--- config.mk ---
export PLATFORM = sky130hd
export DESIGN_NAME = uart_receiver
export DESIGN_NICKNAME = d
export VERILOG_FILES = /design/src/rtl/uart_pkg.sv /design/src/rtl/uart_rx_sync.sv /design/src/rtl/uart_receiver.sv
export SDC_FILE = /design/constraint.sdc
export NUM_CORES = 1
export LEC_CHECK = 0
export ABC_CLOCK_PERIOD_IN_PS = 2350
export CORE_UTILIZATION = 57
export CTS_CLUSTER_SIZE = 28
export DETAILED_ROUTE_END_ITERATION = 8
export GPL_TIMING_DRIVEN = 0
export PLACE_DENSITY = 0.81
export SLEW_MARGIN = 40
export SYNTH_ARGS = -nofsm -noshare
export SYNTH_HDL_FRONTEND = slang
export SYNTH_SLANG_ARGS = --single-unit
--- constraint.sdc ---
create_clock -name i_CLK -period 2.35 [get_ports i_CLK]
set_input_delay 0.235 -clock i_CLK [delete_from_list [all_inputs] [get_ports i_CLK]]
set_output_delay 0.235 -clock i_CLK [all_outputs]
set_load 0.01 [all_outputs]
--- src/rtl/uart_pkg.sv ---
// Shared UART definitions: frame state encoding, data width, stop-bit level
// and a 2-of-3 vote used by the oversampling receiver build.
package uart_pkg;

  typedef enum logic [1:0] {
    IDLE  = 2'd0,
    START = 2'd1,
    DATA  = 2'd2,
    STOP  = 2'd3
  } uart_state_e;

  localparam int UART_DATA_WIDTH = 8;

  localparam logic UART_STOP_BIT = 1'b1;

  function automatic logic majority3(input logic a, input logic b, input logic c);
    return (a & b) | (a & c) | (b & c);
  endfunction

endpackage

--- src/rtl/uart_rx_sync.sv ---
// Two-flop synchronizer for an asynchronous input that idles high.
// Both stages reset to 1 so a reset never looks like a falling edge.
module uart_rx_sync (
  input  logic clk_i,
  input  logic reset_i,
  input  logic async_i,
  output logic sync_o
);

  logic meta_q;
  logic sync_q;

  // Shift the asynchronous input through two flops to settle metastability
  always_ff @(posedge clk_i) begin
    if (reset_i) begin
      meta_q <= 1'b1;
      sync_q <= 1'b1;
    end else begin
      meta_q <= async_i;
      sync_q <= meta_q;
    end
  end

  assign sync_o = sync_q;

endmodule

--- src/rtl/uart_receiver.sv ---
// 8N1 UART receiver: mid-bit sampling driven by a baud counter, one-cycle
// valid strobe for a good byte, one-cycle frame-error strobe for a low stop bit.
// Optional build macro UART_RX_MAJORITY_EN: every bit decision becomes a
// 2-of-3 vote over three consecutive samples centred on mid-bit, which moves
// all decisions (and both strobes) one cycle later.
module uart_receiver
  import uart_pkg::*;
#(
  parameter int CLKS_PER_BIT = 868
) (
  input  logic                       i_CLK,
  input  logic                       i_RESET,
  input  logic                       i_RX,
  output logic [UART_DATA_WIDTH-1:0] o_DATA_OUT,
  output logic                       o_RX_VALID,
  output logic                       o_FRAME_ERROR,
  output logic                       o_RX_BUSY
);

  localparam int CNT_W = $clog2(CLKS_PER_BIT);
  localparam logic [CNT_W-1:0] BIT_LAST = CNT_W'(CLKS_PER_BIT - 1);
`ifdef UART_RX_MAJORITY_EN
  localparam logic [CNT_W-1:0] START_LAST = CNT_W'(CLKS_PER_BIT / 2);
`else
  localparam logic [CNT_W-1:0] START_LAST = CNT_W'(CLKS_PER_BIT / 2 - 1);
`endif

  logic                       rxSync;
  logic                       rx_q;
  logic                       sampleBit;
  uart_state_e                state_q;
  logic [CNT_W-1:0]           baudCnt_q;
  logic [2:0]                 bitCnt_q;
  logic [UART_DATA_WIDTH-1:0] shift_q;
  logic [UART_DATA_WIDTH-1:0] data_q;
  logic                       valid_q;
  logic                       frameErr_q;
  logic                       busy_q;

  uart_rx_sync u_sync (
    .clk_i   (i_CLK),
    .reset_i (i_RESET),
    .async_i (i_RX),
    .sync_o  (rxSync)
  );

`ifdef UART_RX_MAJORITY_EN
  logic rxPrev_q;

  // Keep one more synchronized sample so the vote sees three in a row
  always_ff @(posedge i_CLK) begin
    if (i_RESET) begin
      rxPrev_q <= 1'b1;
    end else begin
      rxPrev_q <= rx_q;
    end
  end

  assign sampleBit = majority3(rxPrev_q, rx_q, rxSync);
`else
  assign sampleBit = rxSync;
`endif

  // Frame FSM with baud/bit counters, shift register and registered outputs
  always_ff @(posedge i_CLK) begin
    if (i_RESET) begin
      rx_q       <= 1'b1;
      state_q    <= IDLE;
      baudCnt_q  <= '0;
      bitCnt_q   <= '0;
      shift_q    <= '0;
      data_q     <= '0;
      valid_q    <= 1'b0;
      frameErr_q <= 1'b0;
      busy_q     <= 1'b0;
    end else begin
      rx_q       <= rxSync;
      valid_q    <= 1'b0;
      frameErr_q <= 1'b0;
      case (state_q)
        IDLE: begin
          if (rx_q && !rxSync) begin
            baudCnt_q <= '0;
            state_q   <= START;
            busy_q    <= 1'b1;
          end
        end
        START: begin
          if (baudCnt_q == START_LAST) begin
            baudCnt_q <= '0;
            if (!sampleBit) begin
              bitCnt_q <= '0;
              state_q  <= DATA;
            end else begin
              state_q <= IDLE;
              busy_q  <= 1'b0;
            end
          end else begin
            baudCnt_q <= baudCnt_q + 1'b1;
          end
        end
        DATA: begin
          if (baudCnt_q == BIT_LAST) begin
            baudCnt_q <= '0;
            shift_q   <= {sampleBit, shift_q[UART_DATA_WIDTH-1:1]};
            bitCnt_q  <= bitCnt_q + 3'd1;
            if (bitCnt_q == 3'd7) begin
              state_q <= STOP;
            end
          end else begin
            baudCnt_q <= baudCnt_q + 1'b1;
          end
        end
        STOP: begin
          if (baudCnt_q == BIT_LAST) begin
            baudCnt_q <= '0;
            state_q   <= IDLE;
            busy_q    <= 1'b0;
            if (sampleBit == UART_STOP_BIT) begin
              data_q  <= shift_q;
              valid_q <= 1'b1;
            end else begin
              frameErr_q <= 1'b1;
            end
          end else begin
            baudCnt_q <= baudCnt_q + 1'b1;
          end
        end
        default: begin
          state_q <= IDLE;
          busy_q  <= 1'b0;
        end
      endcase
    end
  end

  assign o_DATA_OUT    = data_q;
  assign o_RX_VALID    = valid_q;
  assign o_FRAME_ERROR = frameErr_q;
  assign o_RX_BUSY     = busy_q;

endmodule

==> summary.txt <==
Outcome
  • Status: finished with violations
  • Failing checks: DRC

Final layout
  • Layout cells sized above 1: 7.33%
  • Final Cell Area: 0.00202 mm²
  • N_diodes: 0
  • Non-Filler Instances: 263
  • Nets@finish: ~240
  • Area Overhead vs Synth: 14.6%

Timing
  • Maximum clock rate: around 450 MHz
  • Slew Limit Headroom: 48.3%
  • RSZ-0062 raised after global routing: false
  • Final WS setup: 137 ps
  • Fin crit share: between 90% and 100%
  • Clock Skew: 6.70 ps
  • Final Max Slew Viols: 0
  • Final Hold Vio Count: 0
  • Worst Tran Pin Value: 770 ps
  • Final setup vio count: 0
  • Post-route setup TNS: 0 ps
  • Final worst path period need: approximately 2200 ps

Global route
  • Antenna violations before repair: 0
  • All-Layer GR Usage: around 27%
  • Total congestion overflow: 0
  • First-pass GRT wire length: 6.90 mm
  • Number of global-route vias before repair: between 1500 and 2000
  • Largest net degree at the start of global routing: 13

Logic synthesis
  • Post-synth top flop: dfxtp_1
  • Synthesized flop and latch total: 37
  • Synth area leader: dfxtp_1
  • Ys async rst share: 0%
  • Post-synth net total: 218
  • Post-synthesis sequential area ratio: 42.0%
  • Most frequent cells after synthesis: 37 x dfxtp_1, 31 x nand2_1, 18 x a21oi_1
  • Post-synth top area share: 42.0%
  • Top post-synthesis cells by area: dfxtp_1 42%, nand2_1 6.6%, mux2i_1 5.7%
  • Post-Synthesis Cells: 211
  • Synthesized cell area: 0.00176 mm²
  • Distinct cells, synth: 44
  • EDFF count, synth: 0
  • Count leader, synth: dfxtp_1
  • YS warnings: 0
  • Syn avg cell area: 8.36 µm²

Power and ir drop
  • Logic pwr share: under 10%
  • Leakage power: 0.688 nW
  • Sw Ratio: about a quarter
  • Power density over cell area: approximately 620 mW/mm²
  • Internal power: 0.000929 W
  • Psw: 0.000322 W
  • Worst vdd ir: 0.451 mV
  • Clock power share: 38.3%
  • Sequential Power Share: 51.9%
  • Tot Pwr: ~0.0013 W

Clocking
  • CTS root buf: clkbuf_4
  • CTS Hold Bufs: 0
  • Clock Tree Buf Depth: 2
  • CTS Buf Count: 5
  • Worst-path clk slew: roughly 120 ps
  • Post-CTS setup buffer count: 0
  • PostCTS Resize Cnt: 0
  • H-tree Lvls: 2
  • CTS tree: done
  • Worst-skew pair later-pin latency: ~360 ps
  • # clock sinks: 37

Floorplan
  • Initial core utilization: 61.8%
  • Core Box Area: 0.00285 mm²
  • # rows: 19
  • Die W: 57.6 µm
  • Die ar.: 0.00332 mm²
  • # IOs: 14
  • Die Ht: 57.6 µm

Worst hold path
  • Worst hold path cell count: 1
  • Hold WC Path Type: reg -> reg
  • End point of the worst hold path: u_sync.sync_o
  • Hold path start: u_sync.meta_q

Placed design
  • Placed insts: 255
  • HPWL after DPL: approximately 2.8 mm
  • Setup WS pre-CTS: 150 ps
  • Placed Area: 0.00193 mm²
  • Routability cong.: 0.912
  • IO Port Bufs: 13

Routing
  • Per-cell routed wire length: 15.7 µm
  • Routed wire length: just over 4 mm
  • Initial DRC count: 112
  • 1st-pass router iterations: 6
  • Antenna Violating Nets Remaining: 0
  • DRC viols: 1
  • Via count: 1605
  • Vias per Instance: between 6 and 7

Critical path
  • FF-to-FF path depth: 5
  • Worst setup EP type: flip-flop
  • Critical path class: reg -> reg
  • Critical Path AT: 2450 ps
  • Critical R2R Launch: baudCnt_q[0]
  • R2r setup slk: between 100 and 150 ps
  • Crit start category: flip-flop
  • Critical path peak fanout: 8
  • R2r endpoint: o_DATA_OUT[6]
  • Critical Path RT: about 2600 ps

Job
  • Max cap viols: 0
power by group through the flow:
stage | clock, W | combinational (W) | sequential, W
after CTS | 0.000483 | 0.000118 | 0.000648
after detailed placement | 0 | 0.000118 | 0.000662
final | 0.000479 | 0.000123 | 0.000649
after global placement | 0 | 0.000116 | 0.000662
after global routing | 0.000516 | 0.000135 | 0.000650
after floorplan | 0 | 0.0000835 | 0.000660
cells in the final DEF, fill, tap and decap left out, types with 3 or more instances in the layout:
cell type         n
and2_1            6
a31oi_1           4
mux2i_1          10
nor3_1            6
nand3_1           5
nand4_1           3
o22ai_1           5
o21ai_0           4
clkdlybuf4s50_1  13
ha_1              4
dfxtp_1          37
nand2_1          31
clkbuf_1          8
inv_1            11
nor2b_1           3
nor4_1            3
clkbuf_4          5
nor2_1           14
buf_2             3
a21oi_1          18
and4_1            4
worst max path at each step:
stage	from	endpoint	slack, ps	cells after the start
after detailed placement	baudCnt_q[0]	o_DATA_OUT[5]	150	5
final	baudCnt_q[0]	o_DATA_OUT[6]	140	5
after global placement	baudCnt_q[0]	o_DATA_OUT[5]	250	5
after global routing	baudCnt_q[0]	o_DATA_OUT[5]	20	5
after CTS	baudCnt_q[0]	o_DATA_OUT[6]	140	5
after floorplan	baudCnt_q[0]	o_DATA_OUT[0]	520	5
through the flow:
step,hold slack [ps],utilization (%)
6_report,437,70.9
5_1_grt,415,70.9
4_1_cts,438,70.9
3_5_place_dp,405,67.8
3_3_place_gp,403,67.8
2_1_floorplan,339,-
cell type report:
| class | instances | area, µm² |
|---|---|---|
| multi-input cells | 150 | 918 |
| fillers | 220 | 831 |
| flip-flops and latches | 37 | 741 |
| repair buffers | 13 | 130 |
| plain buffers | 13 | 63.8 |
| clock buffers | 6 | 51.3 |
| inverters | 11 | 41.3 |
| well taps | 31 | 38.8 |
| clock inverters | 2 | 37.5 |
metal layers:
| layer | up-vias | wire, µm | GRT usage (%) |
|---|---|---|---|
| met5 | - | 0 | 0 |
| met4 | 0 | 134 | 11.8 |
| met3 | 14 | 218 | 7.81 |
| met2 | 51 | 1970 | 43.2 |
| met1 | 750 | 1800 | 35.3 |
| li1 | 790 | - | - |
critical path, stage by stage, from the launching register on:
cell,delay (ps)
dfxtp_1,440
ha_1,320
nand4_1,270
nor4_4,720
mux2i_1,270
nor2_1,70
kinds of logic (layout without fill, tap and decap cells):
family                     Yosys count  after routing  synth area share (%)
muxes                               10             10                  5.67
buffers and inverters               24             45                  5.96
DFF                                 37             37                  42.0
and+or+nand+nor                     89             89                  27.0
AOI/OAI and AO/OA                   47             47                  16.6
adders and majority gates            4              4                  2.84
state kept, by name (all words and copies together) (netlist names), 3 cells and up, named ones only:
signal      flops
o_DATA_OUT      8
baudCnt_q      10
shift_q         8
bitCnt_q        3
Note: power is estimated with default switching activity, not from simulation.
